`config.mk`:
```
export PLATFORM = sky130hd
export DESIGN_NAME = num_input_ctrl
export DESIGN_NICKNAME = d
export VERILOG_FILES = /design/src/rtl/num_input_ctrl.sv
export SDC_FILE = /design/constraint.sdc
export NUM_CORES = 1
export LEC_CHECK = 0
export ABC_AREA = 0
export CORE_MARGIN = 2
export CORE_UTILIZATION = 40
export CTS_CLUSTER_DIAMETER = 120
export DETAILED_ROUTE_END_ITERATION = 8
export GPL_TIMING_DRIVEN = 0
export SKIP_LAST_GASP = 1
export SYNTH_ARGS = -nofsm -noshare
export SYNTH_HDL_FRONTEND = slang
export SYNTH_SLANG_ARGS = --single-unit
```
`constraint.sdc`:
```
create_clock -name real_clk -period 3.15 [get_ports real_clk]
set_input_delay 0.4725 -clock real_clk [delete_from_list [all_inputs] [get_ports real_clk]]
set_output_delay 0.4725 -clock real_clk [all_outputs]
set_load 0.1 [all_outputs]
```
`src/rtl/num_input_ctrl.sv`:
```
// num_input_ctrl: producer side of the blocking number-input handshake.
// It debounces the push-button and captures the switch value when a press is
// accepted. It then drives a num_clk rising edge that releases a CPU stalled
// on a read. One press can be held in a pending slot until the CPU reads it.
module num_input_ctrl #(
    parameter int DEBOUNCE_CYCLES = 4,
    parameter int PULSE_CYCLES    = 2
) (
    input  logic       real_clk,
    input  logic       reset,
    input  logic       key_n,
    input  logic [7:0] sw,
    input  logic       block,
    output logic [7:0] num_in,
    output logic       num_clk,
    output logic       pending,
    output logic       overflow,
    output logic       waiting
);

    localparam int DB_W = $clog2(DEBOUNCE_CYCLES + 1);
    localparam int PC_W = $clog2(PULSE_CYCLES + 1);
    localparam logic [DB_W-1:0] DB_LAST = DB_W'(DEBOUNCE_CYCLES - 1);
    localparam logic [PC_W-1:0] PC_LAST = PC_W'(PULSE_CYCLES - 1);

    typedef enum logic [1:0] {IDLE = 2'd0, PULSE = 2'd1, GAP = 2'd2} state_t;

    state_t          state, state_d;
    logic [1:0]      key_sync;
    logic            ks;
    logic            stable;
    logic [DB_W-1:0] db_cnt;
    logic            press_ev;
    logic [PC_W-1:0] pcnt, pcnt_d;
    logic [7:0]      pend_data, pend_data_d, num_in_d;
    logic            num_clk_d, pending_d, overflow_d;
    logic            take_press;

    assign ks = key_sync[1];

    // A press is the cycle in which the debounced level is about to fall.
    // Releases are filtered out because stable must currently be high.
    assign press_ev = stable && (ks != stable) && (db_cnt == DB_LAST);

    assign waiting = block && (state == IDLE) && !pending;

    // Two-flop synchroniser on the raw button. It resets to "released" so
    // that a held key at reset exit looks like one normal debounced press.
    always_ff @(posedge real_clk) begin
        if (reset) key_sync <= 2'b11;
        else       key_sync <= {key_sync[0], key_n};
    end

    // Debounce: accept a new level only after it has been seen unchanged
    // for DEBOUNCE_CYCLES consecutive samples.
    always_ff @(posedge real_clk) begin
        if (reset) begin
            stable <= 1'b1;
            db_cnt <= '0;
        end else if (ks != stable) begin
            if (db_cnt == DB_LAST) begin
                stable <= ks;
                db_cnt <= '0;
            end else begin
                db_cnt <= db_cnt + DB_W'(1);
            end
        end else begin
            db_cnt <= '0;
        end
    end

    // Delivery FSM register and the registered outputs it owns.
    always_ff @(posedge real_clk) begin
        if (reset) begin
            state     <= IDLE;
            pcnt      <= '0;
            num_in    <= 8'h00;
            num_clk   <= 1'b0;
            pending   <= 1'b0;
            pend_data <= 8'h00;
            overflow  <= 1'b0;
        end else begin
            state     <= state_d;
            pcnt      <= pcnt_d;
            num_in    <= num_in_d;
            num_clk   <= num_clk_d;
            pending   <= pending_d;
            pend_data <= pend_data_d;
            overflow  <= overflow_d;
        end
    end

    // Next-state logic. The pending slot is served before a fresh press.
    // A press that is not delivered directly falls through to the slot
    // capture at the bottom. That capture runs in every state, so num_in
    // never changes while a pulse is in progress.
    always_comb begin
        state_d     = state;
        pcnt_d      = pcnt;
        num_in_d    = num_in;
        num_clk_d   = num_clk;
        pending_d   = pending;
        pend_data_d = pend_data;
        overflow_d  = overflow;
        take_press  = 1'b0;

        case (state)
            IDLE: begin
                if (block && pending) begin
                    num_in_d  = pend_data;
                    pending_d = 1'b0;
                    num_clk_d = 1'b1;
                    pcnt_d    = '0;
                    state_d   = PULSE;
                end else if (block && press_ev) begin
                    num_in_d   = sw;
                    num_clk_d  = 1'b1;
                    pcnt_d     = '0;
                    state_d    = PULSE;
                    take_press = 1'b1;
                end
            end
            PULSE: begin
                if (pcnt == PC_LAST) begin
                    num_clk_d = 1'b0;
                    state_d   = GAP;
                end else begin
                    pcnt_d = pcnt + PC_W'(1);
                end
            end
            // One extra low cycle so back-to-back deliveries stay distinct edges.
            GAP:     state_d = IDLE;
            default: state_d = IDLE;
        endcase

        if (press_ev && !take_press) begin
            if (!pending_d) begin
                pend_data_d = sw;
                pending_d   = 1'b1;
            end else begin
                overflow_d = 1'b1;
            end
        end
    end

endmodule
```
======== Yosys cells after proc, flatten, opt, wreduce, memory -nomap -nowiden ========
Index checks and enable logic that the tools add are counted.
cells by class
  add/sub/neg operators ................... 2
  equality and inequality tests ........... 7
  muxes and demuxes ....................... 20
  bitwise gates (word level) .............. 2
  reduce and logical (&&, ||, !) cells .... 20
operator list
  kind                 number
  $mux 8               2
  $mux 2               6
  $reduce_and 2->1     5
  $mux 1               9
  $pmux 2 s2           2
  $logic_and 1x1->1    7
  $reduce_and 3->1     2
  $eq 2x1->1 const B   2
  $ne 2x2->1 const B   2
  $reduce_bool 2->1    2
  $add 3x1->3 const B  1
  $eq 3x2->1 const B   1
  $ne 3x1->1 const B   1
  $reduce_or 3->1      1
  $add 2x1->2 const B  1
  $logic_not 1->1      2
  $logic_not 2->1      1
  $not 1->1            2
  $pmux 1 s2           1
  $ne 1x1->1           1
word-level totals
  register bits ........................... 29
  bits of input ports ..................... 12
  output and inout port bits .............. 12
  word-level logic and storage cells ...... 61

======== Depth between registers and ports, before layout ========
  word-level depth ........................ 10
  mapped depth ............................ 7
  mapped depth without buffers ............ 6

======== Worst setup path before layout ========
Ideal clock, no wire load.
  path type ............................... input to output
  start ................................... input block
  end ..................................... output waiting
  arrival ................................. 2.337 ns
  data required time ...................... 2.677 ns
  slack ................................... 0.340 ns
  cell stages on the path ................. 4
  path buffers ............................ 2
  cells stage by stage .................... buf_6 or3b_1 buf_6 nor2_1
between the ends
  longest elaborated chain between the ends .. 2
ends and longest elaborated chain
  item                             RTL line  RTL
  from (decl)                      13        input logic block,
  $logic_and 1x1->1 (2 in series)  45        assign waiting = block && (state == IDLE) && !pending;
  to (decl)                        18        output logic waiting
Every way passes these cells.

======== Worst setup path after layout ========
  start ................................... register state[1]
  end ..................................... output waiting
between the ends
  longest elaborated chain between the ends .. 3
ends and longest elaborated chain
  item                             RTL line  RTL
  from (decl)                      28        state_t state, state_d;
  from (signal assigned)           83        state <= state_d;
  $logic_not 2->1                  45
  $logic_and 1x1->1 (2 in series)  45
Every way passes these cells.

==> out/results.ini <==
[floorplanning]
die_w_um=59.4
boundaryPins=24
dieArea_um2=3530
rows=20
start_util_pct=41.2
die_y_um=59.4
fp.coreArea_um2=2980

[timing]
rsz0062_at_grt=false
tns_ns=0
slew_violations=0
worst_pin_slew_ns=0.969
max_freq_mhz=347
min_period_over_period_pct=91.5
setup_viol=0
slew_headroom_pct=35.2
clock_skew_ns=0.0105
hold_viol=0
min_period_ns=2.88

[detailed_routing]
wirelength_um=2800
ant_nets=0
routed_via_density=5.28
drt_drc_violations_left=0
first_pass_iters=4
wl_per_cell_um=14.1
first_iter_violations=53
via_count=1046

[clock_tree]
clk_pin_slew_worst_paths_ns=0.08
max-clock-path-buffers=2
clock-root-buffer=clkbuf_4
ctsHoldBuffers=0
cts_resized=0
cts_setup_buffers=0
insertion_delay_ns=0.32
clock_sinks=29
cts_tree=built
htree_levels=2
cts_buffers=5

[synthesis]
synth.top_cell.area_share_pct=47.3
yosysTopAreaCell=dfxtp_1
syn_inst=136
ys_ff_latch=29
ys_seq_area_share_pct=47.3
synth_ff_type=dfxtp_1
synth_edf_count=0
synthMostInstantiatedCell=dfxtp_1
synth.area.top_cells=dfxtp_1, nand2_1, a311oi_1, ha_1, nor2_1
yosysUniqueCellTypes=27
async_flop_share_pct=0
syn-cell-area_um2=1230
ys_warn_count=0
synth_top_cells_by_count=dfxtp_1, nand2_1, nor2_1, nand3_1
syn-num-nets=152
postSynthAreaPerCell_um2=9.03

[hold_path]
hp-class=reg -> reg
min_path_cells=1

[setup_path]
cp_max_fo=7
cp.arrival_ns=2.41
crit_slowest_cell=clkdlybuf4s50_1
cp_cell_sequence=or3b_1 -> buf_6 -> nor2_1 -> clkdlybuf4s50_1
cp_data_required_time_ns=2.68
critPathCaptureType=primary output
worstRegToRegCells=6
critPathMaxStageDelay_ns=1.14
critPathLaunchType=flip-flop
criticalPathCategory=reg -> out

[pwr]
p_per_area_nw_per_um2=415
peakVddDrop_mv=0.292
leakage_nw=0.550

[status]
run_status=completed

[grt]
grt_pass1_wl_um=4710
grt_usage_pct=18.1
grt_pass1_vias=950
antenna_found_initial=0
overflow=0
grt_max_degree=11

[flow_run]
drv_cap=0

[place]
gp_congestion=0.745
port_buffers=22
dp_hpwl_um=1950

[layout]
layout-drive-gt1-share_pct=10.9
area_growth_pct=25.8
utilization_pct=51.8
layout.nets=181
antennaDiodeCount=0

## per-stage QoR
step	worst slack [ns]	hold slack, ns	cells	power [mW]	cell area, um2
CTS	0.242	0.427	198	0.647	1540
detailed placement	0.326	0.401	191	0.423	1490
finish	0.268	0.423	198	0.641	1540
floorplan	0.340	0.389	136	0.401	1230
global placement	0.319	0.401	191	0.423	1490
global route	0.178	0.439	198	0.666	1540
## sequential cells by signal (all words and copies together), names as in the netlist
register / count
state: 2
pcnt: 2
overflow: 1
key_sync: 2
num_in: 8
num_clk: 1
pend_data: 8
pending: 1
db_cnt: 3
stable: 1
## cell families after synthesis
logic type,count (synthesis),share of synthesized area [%]
buffers and inverters,13,6.42
adder cells (fa/ha/maj),4,4.08
AO/OA/AOI/OAI,28,15.2
AND/OR/NAND/NOR,61,24.8
XOR/XNOR,1,2.24
flip-flops,29,47.3
## worst paths after layout
kind / startpoint / end / slack [ns]
worst max-delay path: state[1] / waiting / 0.27
worst min register to register: key_sync[0] / key_sync[1] / 0.42
worst max register to register: db_cnt[0] / pend_data[5] / 1.42
worst min-delay path: key_sync[0] / key_sync[1] / 0.42
## cell type report
class                      instances  area [um2]
fill                             296        1430
clock buffer                       7        55.1
tap                               33        41.3
buffer                             9        63.8
sequential                        29         581
timing repair buffer              22         220
inverter                           4        15.0
multi-input combinational         94         568
## critical path, delay by kind of cell, from the launching register on
family	cells	cell delay (ns)
DFF	1	0.32
buffers and inverters	2	1.30
and+or+nand+nor	2	0.47
## per-layer routing
| layer | up-vias | wire [um] | global-route usage [%] |
|---|---|---|---|
| li1 | 538 | - | - |
| met1 | 473 | 1320 | 25.7 |
| met2 | 30 | 1260 | 25.7 |
| met3 | 5 | 170 | 3.93 |
| met4 | 0 | 47 | 8.77 |
| met5 | - | 0 | 0 |
## layout by cell type, fill, tap and decap left out
| cell | synthesis | routed |
|---|---|---|
| dfxtp_1 | 29 | 29 |
| clkdlybuf4s50_1 | 0 | 22 |
| nand2_1 | 20 | 20 |
| nor2_1 | 13 | 13 |
| nand3_1 | 9 | 9 |
| a21oi_1 | 8 | 8 |
| a311oi_1 | 8 | 8 |
| clkbuf_1 | 5 | 6 |
| o21ai_0 | 6 | 6 |
| nand4_1 | 5 | 5 |
| clkbuf_4 | 0 | 5 |
| buf_6 | 4 | 4 |
| or2_2 | 4 | 4 |
| ha_1 | 4 | 4 |
| inv_1 | 3 | 3 |
| a31o_1 | 3 | 3 |
| nor4_1 | 2 | 2 |
| a31oi_1 | 2 | 2 |
| or3b_1 | 1 | 1 |
| nor2_4 | 1 | 1 |
| or3b_2 | 1 | 1 |
| clkinv_1 | 1 | 1 |
| and2_1 | 1 | 1 |
| xor2_4 | 1 | 1 |
| and2_4 | 1 | 1 |
| nand2b_1 | 1 | 1 |
| o211ai_1 | 1 | 1 |
| nand3b_1 | 1 | 1 |
| nor4b_1 | 1 | 1 |
| clkbuf_8 | 0 | 1 |
## power by group
part	leakage (nW)	switching [mW]	internal [mW]
clock	0.0314	0.122	0.105
combinational	0.284	0.0262	0.0196
sequential	0.234	0.000440	0.368
total	0.550	0.148	0.493
Note: power is estimated with default switching activity, not from simulation.
